[src/rtl/bitty_pkg.sv]
// Shared types for the bitty fetch path: sequencer state encoding and the
// default halt encoding, also used by the core-top and memory-loader benches.
package bitty_pkg;

    typedef enum logic [2:0] {
        S_IDLE,
        S_FETCH,
        S_MEM_WAIT,
        S_ISSUE,
        S_EXEC,
        S_HALT
    } fetch_state_t;

    localparam logic [15:0] HALT_INSTR_DEFAULT = 16'hFFFF;

endpackage

[src/rtl/bitty_watchdog.sv]
// Execution watchdog: counts enabled cycles since the last clear and flags
// the cycle in which the TIMEOUT-th enabled cycle is reached.
module bitty_watchdog #(
    parameter int TIMEOUT = 1024
) (
    input  logic clk,
    input  logic reset,
    input  logic clear,
    input  logic enable,
    output logic expired
);

    localparam int CNT_W = $clog2(TIMEOUT + 1);

    logic [CNT_W-1:0] cnt_q, cnt_d;

    always_comb begin
        cnt_d = cnt_q;
        if (clear)
            cnt_d = '0;
        else if (enable)
            cnt_d = cnt_q + 1'b1;
    end

    // Fires during the last allowed cycle so the FSM leaves EXEC right after it.
    assign expired = enable && (cnt_q == CNT_W'(TIMEOUT - 1));

    always_ff @(posedge clk) begin
        if (reset)
            cnt_q <= '0;
        else
            cnt_q <= cnt_d;
    end

endmodule

[src/rtl/bitty_fetch_ctrl.sv]
// Instruction sequencer for the bitty core: fetches from a synchronous imem,
// issues each word with a run pulse and advances the PC on the core's done.
module bitty_fetch_ctrl
    import bitty_pkg::*;
#(
    parameter int          ADDR_W     = 8,
    parameter logic [15:0] HALT_INSTR = HALT_INSTR_DEFAULT,
    parameter int          TIMEOUT    = 1024
) (
    input  logic              clk,
    input  logic              reset,
    input  logic              start,
    input  logic [ADDR_W-1:0] start_pc,
    input  logic              stop,
    output logic              imem_rd,
    output logic [ADDR_W-1:0] imem_addr,
    input  logic [15:0]       imem_data,
    output logic [15:0]       d_instr,
    output logic              run,
    input  logic              done,
    input  logic              branch_taken,
    input  logic [ADDR_W-1:0] branch_target,
    output logic [ADDR_W-1:0] pc,
    output logic              busy,
    output logic              halted,
    output logic              wd_err,
    output logic [15:0]       instr_count
);

    fetch_state_t      state_q, state_d;
    logic [ADDR_W-1:0] pc_q, pc_d;
    logic [15:0]       instr_q, instr_d;
    logic [15:0]       count_q, count_d;
    logic              wd_err_q, wd_err_d;
    logic              stop_q, stop_d;
    logic              imem_rd_q, imem_rd_d;
    logic              run_q, run_d;
    logic              halted_q, halted_d;
    logic              wd_clear, wd_enable, wd_expired;

    bitty_watchdog #(.TIMEOUT(TIMEOUT)) u_wd (
        .clk     (clk),
        .reset   (reset),
        .clear   (wd_clear),
        .enable  (wd_enable),
        .expired (wd_expired)
    );

    assign busy = (state_q != S_IDLE) && (state_q != S_HALT);

    always_comb begin
        state_d   = state_q;
        pc_d      = pc_q;
        instr_d   = instr_q;
        count_d   = count_q;
        wd_err_d  = wd_err_q;
        stop_d    = stop_q | (busy & stop);
        wd_clear  = 1'b0;
        wd_enable = 1'b0;
        case (state_q)
            S_IDLE, S_HALT: begin
                if (start) begin
                    state_d  = S_FETCH;
                    pc_d     = start_pc;
                    count_d  = '0;
                    wd_err_d = 1'b0;
                    stop_d   = 1'b0;
                end
            end
            S_FETCH:    state_d = S_MEM_WAIT;
            S_MEM_WAIT: begin
                if (imem_data == HALT_INSTR) begin
                    state_d = S_HALT;
                end else begin
                    instr_d = imem_data;
                    state_d = S_ISSUE;
                end
            end
            S_ISSUE: begin
                wd_clear = 1'b1;
                state_d  = S_EXEC;
            end
            S_EXEC: begin
                wd_enable = 1'b1;
                // done wins over a watchdog expiry landing in the same cycle
                if (done) begin
                    count_d = count_q + 1'b1;
                    pc_d    = branch_taken ? branch_target : pc_q + 1'b1;
                    state_d = (stop_q || stop) ? S_IDLE : S_FETCH;
                end else if (wd_expired) begin
                    wd_err_d = 1'b1;
                    state_d  = S_HALT;
                end
            end
            default: state_d = S_IDLE;
        endcase
        if (state_d == S_IDLE)
            stop_d = 1'b0;
        imem_rd_d = (state_d == S_FETCH);
        run_d     = (state_d == S_ISSUE);
        halted_d  = (state_d == S_HALT);
    end

    always_ff @(posedge clk) begin
        if (reset) begin
            state_q   <= S_IDLE;
            pc_q      <= '0;
            instr_q   <= '0;
            count_q   <= '0;
            wd_err_q  <= 1'b0;
            stop_q    <= 1'b0;
            imem_rd_q <= 1'b0;
            run_q     <= 1'b0;
            halted_q  <= 1'b0;
        end else begin
            state_q   <= state_d;
            pc_q      <= pc_d;
            instr_q   <= instr_d;
            count_q   <= count_d;
            wd_err_q  <= wd_err_d;
            stop_q    <= stop_d;
            imem_rd_q <= imem_rd_d;
            run_q     <= run_d;
            halted_q  <= halted_d;
        end
    end

    assign imem_rd     = imem_rd_q;
    assign imem_addr   = pc_q;
    assign pc          = pc_q;
    assign d_instr     = instr_q;
    assign run         = run_q;
    assign halted      = halted_q;
    assign wd_err      = wd_err_q;
    assign instr_count = count_q;

endmodule

[config.mk]
export PLATFORM = sky130hd
export DESIGN_NAME = bitty_fetch_ctrl
export DESIGN_NICKNAME = d
export VERILOG_FILES = /design/src/rtl/bitty_pkg.sv /design/src/rtl/bitty_watchdog.sv /design/src/rtl/bitty_fetch_ctrl.sv
export SDC_FILE = /design/constraint.sdc
export NUM_CORES = 1
export LEC_CHECK = 0
export BUFFER_PORTS_ARGS = -buffer_cell sky130_fd_sc_hd__buf_2
export CAP_MARGIN = 15
export CORE_UTILIZATION = 48
export CTS_CLUSTER_SIZE = 8
export DETAILED_ROUTE_END_ITERATION = 8
export PLACE_DENSITY_LB_ADDON = 0.25
export RECOVER_POWER = 50
export SLEW_MARGIN = 20
export SYNTH_ARGS = -nofsm -noshare
export SYNTH_HDL_FRONTEND = slang
export SYNTH_HIERARCHICAL = 1
export SYNTH_SLANG_ARGS = --single-unit
[constraint.sdc]
create_clock -name clk -period 7.9 [get_ports clk]
set_clock_uncertainty 0.2 [all_clocks]
set_input_delay 0.79 -clock clk [delete_from_list [all_inputs] [get_ports clk]]
set_output_delay 0.79 -clock clk [all_outputs]
set_load 0.03 [all_outputs]
# == Word-level counts from Yosys, hierarchy flattened ==
# Cells that the tools add are included.
# totals
wordCells,65
out_inout_bits,53
reg_bits,59
in_bits,38
# classes
addsub,3
reduce_logical,13
mux,21
n_eq_ne,15
n_bitwise,3
# ops
cell,n
2-to-1 mux 16 bit,2
case mux 16 bit (2 select lines),1
2-to-1 mux 8 bit,3
adder 16 x 1 -> 16 bit (second input constant),1
equality test 16 bit (second input constant),1
case mux 8 bit (2 select lines),1
case mux 3 bit (5 select lines),1
2-to-1 mux 3 bit,4
adder 11 x 1 -> 11 bit (second input constant),1
equality test 11 x 10 -> 1 bit (second input constant),1
equality test 3 x 2 -> 1 bit (second input constant),3
equality test 3 bit (second input constant),3
adder 8 x 1 -> 8 bit (second input constant),1
2-to-1 mux 1 bit,8
equality test 3 x 1 -> 1 bit (second input constant),2
logical NOT 3 bit,2
inequality test 2 bit (second input constant),3
OR reduction 2 bit,3
AND reduction 4 bit,1
inequality test 3 bit (second input constant),1
AND reduction 3 bit,1
nonzero test 3 bit,1
logical AND 1 bit,2
inequality test 2 x 1 -> 1 bit (second input constant),1
other kinds (7),7

# == Depth between registers and ports, before layout ==
# logic_depth
word_depth,8
ltp_mapped,13
ltp_nobuf,11

# == Hierarchy ==
# Netlist, hierarchy kept.
# by_module_without_submodules
module,cells_each,area_each_um2,seq_area_each_um2,n_inst
bitty_fetch_ctrl,278,2422.3,960.9,1
bitty_watchdog,58,523.0,220.2,1

# == Worst setup path after synthesis ==
# Ideal clock, no wire load.
# synth_timing
path_type,reg2reg
start,register state_q[1]
end,"register imem_rd_q, in the netlist imem_rd"
path_buffers,2
path_stages_with_launch,14
slack_ps,5300
arrival_ps,2322
setup_time_ps,78
required_time_ps,7622
synth_period_minus_slack_ps,2600
path_cell_list,dfxtp_1 -> buf_2 -> inv_1 -> nand3_1 -> inv_1 -> buf_2 -> nand4_1 -> or4_4 -> nor2_1 -> nor2b_1 -> a211oi_1 -> o21ai_0 -> nand2b_1 -> nor3_1
# synth_via
elab_chain_cells,7
word_cells_on_any_way,14
cone_classes,6 x eq/ne; 5 x mux; 3 x reduce/logical
# synth_rtl
item,line,source
"start, declared",bitty_fetch_ctrl.sv:30,"fetch_state_t state_q, state_d;"
"start signal, assigned",bitty_fetch_ctrl.sv:116,state_q <= state_d;
equality test 3 bit,bitty_fetch_ctrl.sv:60,case (state_q)
2-to-1 mux 1 bit,bitty_fetch_ctrl.sv:60,
named net wd_enable,bitty_fetch_ctrl.sv:39,"logic wd_clear, wd_enable, wd_expired;"
logical AND 1 bit,bitty_watchdog.sv:26,assign expired = enable && (cnt_q == CNT_W'(TIMEOUT - 1));
named net wd_expired,bitty_fetch_ctrl.sv:39,
2-to-1 mux 3 bit,bitty_fetch_ctrl.sv:90,end else if (wd_expired) begin
2-to-1 mux 3 bit,bitty_fetch_ctrl.sv:86,if (done) begin
case mux 3 bit (5 select lines),bitty_fetch_ctrl.sv:60,
equality test 3 x 1 -> 1 bit,bitty_fetch_ctrl.sv:99,imem_rd_d = (state_d == S_FETCH);
"end signal, assigned",bitty_fetch_ctrl.sv:122,imem_rd_q <= imem_rd_d;
"end, declared",bitty_fetch_ctrl.sv:36,"logic imem_rd_q, imem_rd_d;"
# The timed path passes the listed nets, and every way through them passes these cells.
# A chain may end at the register's enable or synchronous reset.

# == Final worst setup path ==
# layout_timing
start,register state_q[2]
end,"register imem_rd_q, in the netlist imem_rd"
# The elaborated chain is that of the path after synthesis.

==> flow_metrics.py <==
metrics = {
    "timing": {
        "drv_slew": 18,
        "fin_setup_tns_ns": 0,
        "whs_ns": 0.280,
        "max-slew-margin-rel_pct": -11.3,
        "grt_setup_unrepaired": "false",
        "worstMarginPinSlew_ns": 1.66,
        "min_period_ns": 3.41,
        "timing.final.setup_violations": 0,
        "layout_worst_path_cycle_share_pct": 43.1,
        "final-hold-violation-count": 0,
        "fmaxAchievable_ghz": 0.293,
    },
    "critical_path": {
        "r2r-end": "imem_rd$_SDFF_PP0_",
        "crit_cells": 10,
        "cp_num_buf_inv": 1,
        "worstRegToRegCells": 10,
        "worst_setup_path_startpoint": "state_q[2]$_SDFF_PP0_",
        "critical-path-max-stage-delay_ns": 0.57,
        "crit_fanout": 15,
        "rrSetupSlack_ns": 4.49,
        "arr_time_crit_path_ns": 3.46,
        "worst_setup_path_endpoint": "imem_rd$_SDFF_PP0_",
        "crit-reg2reg-launch": "state_q[2]$_SDFF_PP0_",
        "timing.critical_path.to_type": "flop",
        "critical-path-top-delay-family": "simple AND/OR/NAND/NOR gates",
        "criticalPathCategory": "flop to flop",
        "startpoint_type": "flop",
        "timing.critical_path.cells": "nand3_1, inv_1, nand4_1, or4_4, nor2_1, nor2b_1, a211oi_1, o21ai_0, nand2b_1, nor3_1",
        "slowest_stage": "dfxtp_1",
        "critical_path_required_ns": 7.95,
    },
    "clock_tree": {
        "numCtsBuffers": 9,
        "clock_latency_ns": 0.33,
        "ctsHtreeMaxLevel": 3,
        "cts-root-buf": "clkbuf_8",
        "clk_buf_depth": 2,
        "cts_tree": "yes",
        "worst_setup_hold_path_clk_slew_ns": 0.06,
        "cts_repair_resize_count": 0,
        "post_cts_hold_buffer_count": 0,
        "postCtsSetupBuffers": 0,
        "clock_sinks": 59,
    },
    "power_and_ir_drop": {
        "power.sequential.fraction_pct": 46.1,
        "max-vdd-ir-drop_mv": 0.133,
        "report.power.total_uw": 699,
        "standby_leakage_power_uw": 0.00132,
        "netSwitchingFraction_pct": 29.1,
        "intPower_uw": 495,
        "share_comb_of_total_power_pct": 16.5,
        "power.density_mw_per_mm2": 202,
        "power_frac_clock_pct": 37.5,
        "power.switching_uw": 204,
    },
    "floorplan": {
        "ioPinCount": 91,
        "die_h_um": 80.3,
        "initial_utilization_pct": 49.7,
        "die_width_um": 80.3,
        "core_area_mm2": 0.00592,
        "dieArea_mm2": 0.00645,
        "std_cell_rows": 28,
    },
    "place": {
        "routabilityCongestion": 0.776,
        "number_of_i_o_port_buffers": 90,
        "dp.cells": 478,
        "dp_hpwl_um": 4610,
    },
    "routing": {
        "routed_wl_um": 6460,
        "ant_nets": 0,
        "drt-vias-per-instance": 5.31,
        "detail_route.drc_violations": 0,
        "vias": 2625,
        "initialDrtViolationCount": 82,
        "detail_route.first_pass.iterations": 6,
        "drt_wl_cell_um": 13.1,
    },
    "logic_synthesis": {
        "post_synth_main_area_contributors": "dfxtp_1, nor2_1, mux2i_1, xnor2_1, a21oi_1",
        "synth_nets": 377,
        "synth-seq-cells": 59,
        "syn-cell-area_mm2": 0.00295,
        "synthAdderAreaFrac_pct": 1.61,
        "main_combinational_cell_family_by_area_after_synthesis": "simple AND/OR/NAND/NOR gates",
        "yosys.area_share.xor_xnor_pct": 7.73,
        "async_flop_share_pct": 0,
        "synth_top_area_cell": "dfxtp_1",
        "synthMuxAreaShare_pct": 6.97,
        "syn-mean-instance-area_um2": 8.77,
        "synth-seq-area-share_pct": 40.1,
        "post-synth-top-area-fraction_pct": 40.1,
        "synthesis_warning_total": 6,
        "yosysUniqueCellTypes": 53,
        "synthFlopType": "dfxtp_1",
        "synth_cells": 336,
        "synth_compound_area_share_pct": 11.7,
        "synth-simple-area-share_pct": 24.9,
        "synth_edf_count": 0,
    },
    "status": {
        "violations": "max-capacitance violations, max-slew violations",
        "run_status": "finished with violations",
    },
    "cells_and_area": {
        "final_core_util_pct": 58.3,
        "finalNonFillerCells": 494,
        "mostFrequentLayoutCells": "nor2_1, dfxtp_1, buf_2, clkbuf_1, xnor2_1",
        "areaGrowthSynthToFinish_pct": 17.1,
        "count_of_nets_after_finishing": 455,
        "antennaDiodeCount": 0,
        "fraction_of_final_layout_cells_with_drive_strength_greater_than_1_pct": 19.1,
    },
    "grt": {
        "antenna_violations_before_repair": 0,
        "via_count_of_the_first_global_routing_pass": 2352,
        "grt_max_degree": 36,
        "grt_pass1_wl_um": 10400,
        "grt_usage_pct": 21.1,
        "grt_overflow": 0,
    },
    "run": {
        "timing.max_cap.violations": 1,
    },
    "hold_path": {
        "hold_class": "flop to flop",
        "hold_path_depth": 2,
    },
}
[power by group through the flow]
| stage | Combinational, uW | Sequential, uW | Clock [uW] |
|---|---|---|---|
| 5_1_grt | 126 | 323 | 283 |
| 3_3_place_gp | 118 | 327 | 0 |
| 2_1_floorplan | 75.4 | 343 | 0 |
| 4_1_cts | 119 | 321 | 267 |
| 3_5_place_dp | 119 | 328 | 0 |
| 6_report | 115 | 322 | 262 |
[state kept, by name, indices dropped and copies added, names as in the netlist]
signal	cells
imem_addr	8
run	1
u_wd/cnt_q	11
instr_count	16
halted	1
d_instr	16
wd_err	1
imem_rd	1
stop_q	1
state_q	3
[per-layer routing]
metal / GRT usage (%) / share of wire [%] / up-vias
li1: - / - / 1319
met1: 25.1 / 45 / 1202
met2: 34.7 / 48 / 95
met3: 6.14 / 6.1 / 9
met4: 10.5 / 1.4 / 0
met5: 0 / 0 / -
[area by class of cell]
| cell class | instances | area, um2 |
|---|---|---|
| Tap cell | 75 | 93.8 |
| Clock inverter | 1 | 5.00 |
| Timing Repair Buffer | 90 | 402 |
| Multi-Input combinational cell | 239 | 1530 |
| Inverter | 15 | 56.3 |
| Fill cell | 606 | 2470 |
| Sequential cell | 59 | 1180 |
| Clock buffer | 15 | 186 |
[synthesized netlist by cell type, types with 2 or more instances]
cell type / count
a211oi_1: 3
a211oi_2: 4
a21oi_1: 17
a31oi_1: 2
and3_1: 3
and4_1: 3
buf_2: 5
buf_4: 11
buf_6: 2
clkbuf_1: 5
dfxtp_1: 59
ha_1: 3
inv_1: 14
mux2i_1: 19
nand2_1: 18
nand2b_1: 4
nand3_1: 11
nand4_1: 9
nor2_1: 57
nor3_1: 14
nor4_2: 3
o21ai_0: 9
o311ai_0: 2
o31ai_1: 2
o41ai_1: 2
or3_1: 3
or4_1: 2
xnor2_1: 20
xor2_1: 6
[worst register-to-register path, delay by kind of cell, from the launching register on]
| family | cells | cell delay (ns) |
|---|---|---|
| AOI/OAI and AO/OA | 2 | 0.25 |
| and+or+nand+nor | 7 | 1.80 |
| DFF | 1 | 0.57 |
| buffers and inverters | 1 | 0.53 |
[worst min path at each step]
stage                                      from                          end  slack [ns]
global route        u_wd/cnt_q[10]$_SDFFE_PP0P_  u_wd/cnt_q[10]$_SDFFE_PP0P_        0.31
global placement       d_instr[12]$_SDFFE_PP0P_     d_instr[12]$_SDFFE_PP0P_        0.27
floorplan           u_wd/cnt_q[10]$_SDFFE_PP0P_  u_wd/cnt_q[10]$_SDFFE_PP0P_        0.25
detailed placement     d_instr[10]$_SDFFE_PP0P_     d_instr[10]$_SDFFE_PP0P_        0.28
CTS                 u_wd/cnt_q[10]$_SDFFE_PP0P_  u_wd/cnt_q[10]$_SDFFE_PP0P_        0.29
finish              u_wd/cnt_q[10]$_SDFFE_PP0P_  u_wd/cnt_q[10]$_SDFFE_PP0P_        0.28
[cells by family (layout without fill, tap and decap cells)]
| family | after synthesis | in the layout |
|---|---|---|
| buf+inv | 38 | 121 |
| flops | 59 | 59 |
| compound gates | 50 | 50 |
| simple gates | 139 | 139 |
| mux | 20 | 20 |
| xor+xnor | 26 | 26 |
| fa+ha+maj | 4 | 4 |
[stage by stage]
stage | setup slack [ns] | area, um2
finish | 4.49 | 3450
global route | 4.17 | 3450
detailed placement | 4.50 | 3340
CTS | 4.49 | 3530
global placement | 4.63 | 3340
floorplan | 5.30 | 2950
No activity file was read; power rests on OpenSTA's default activity.
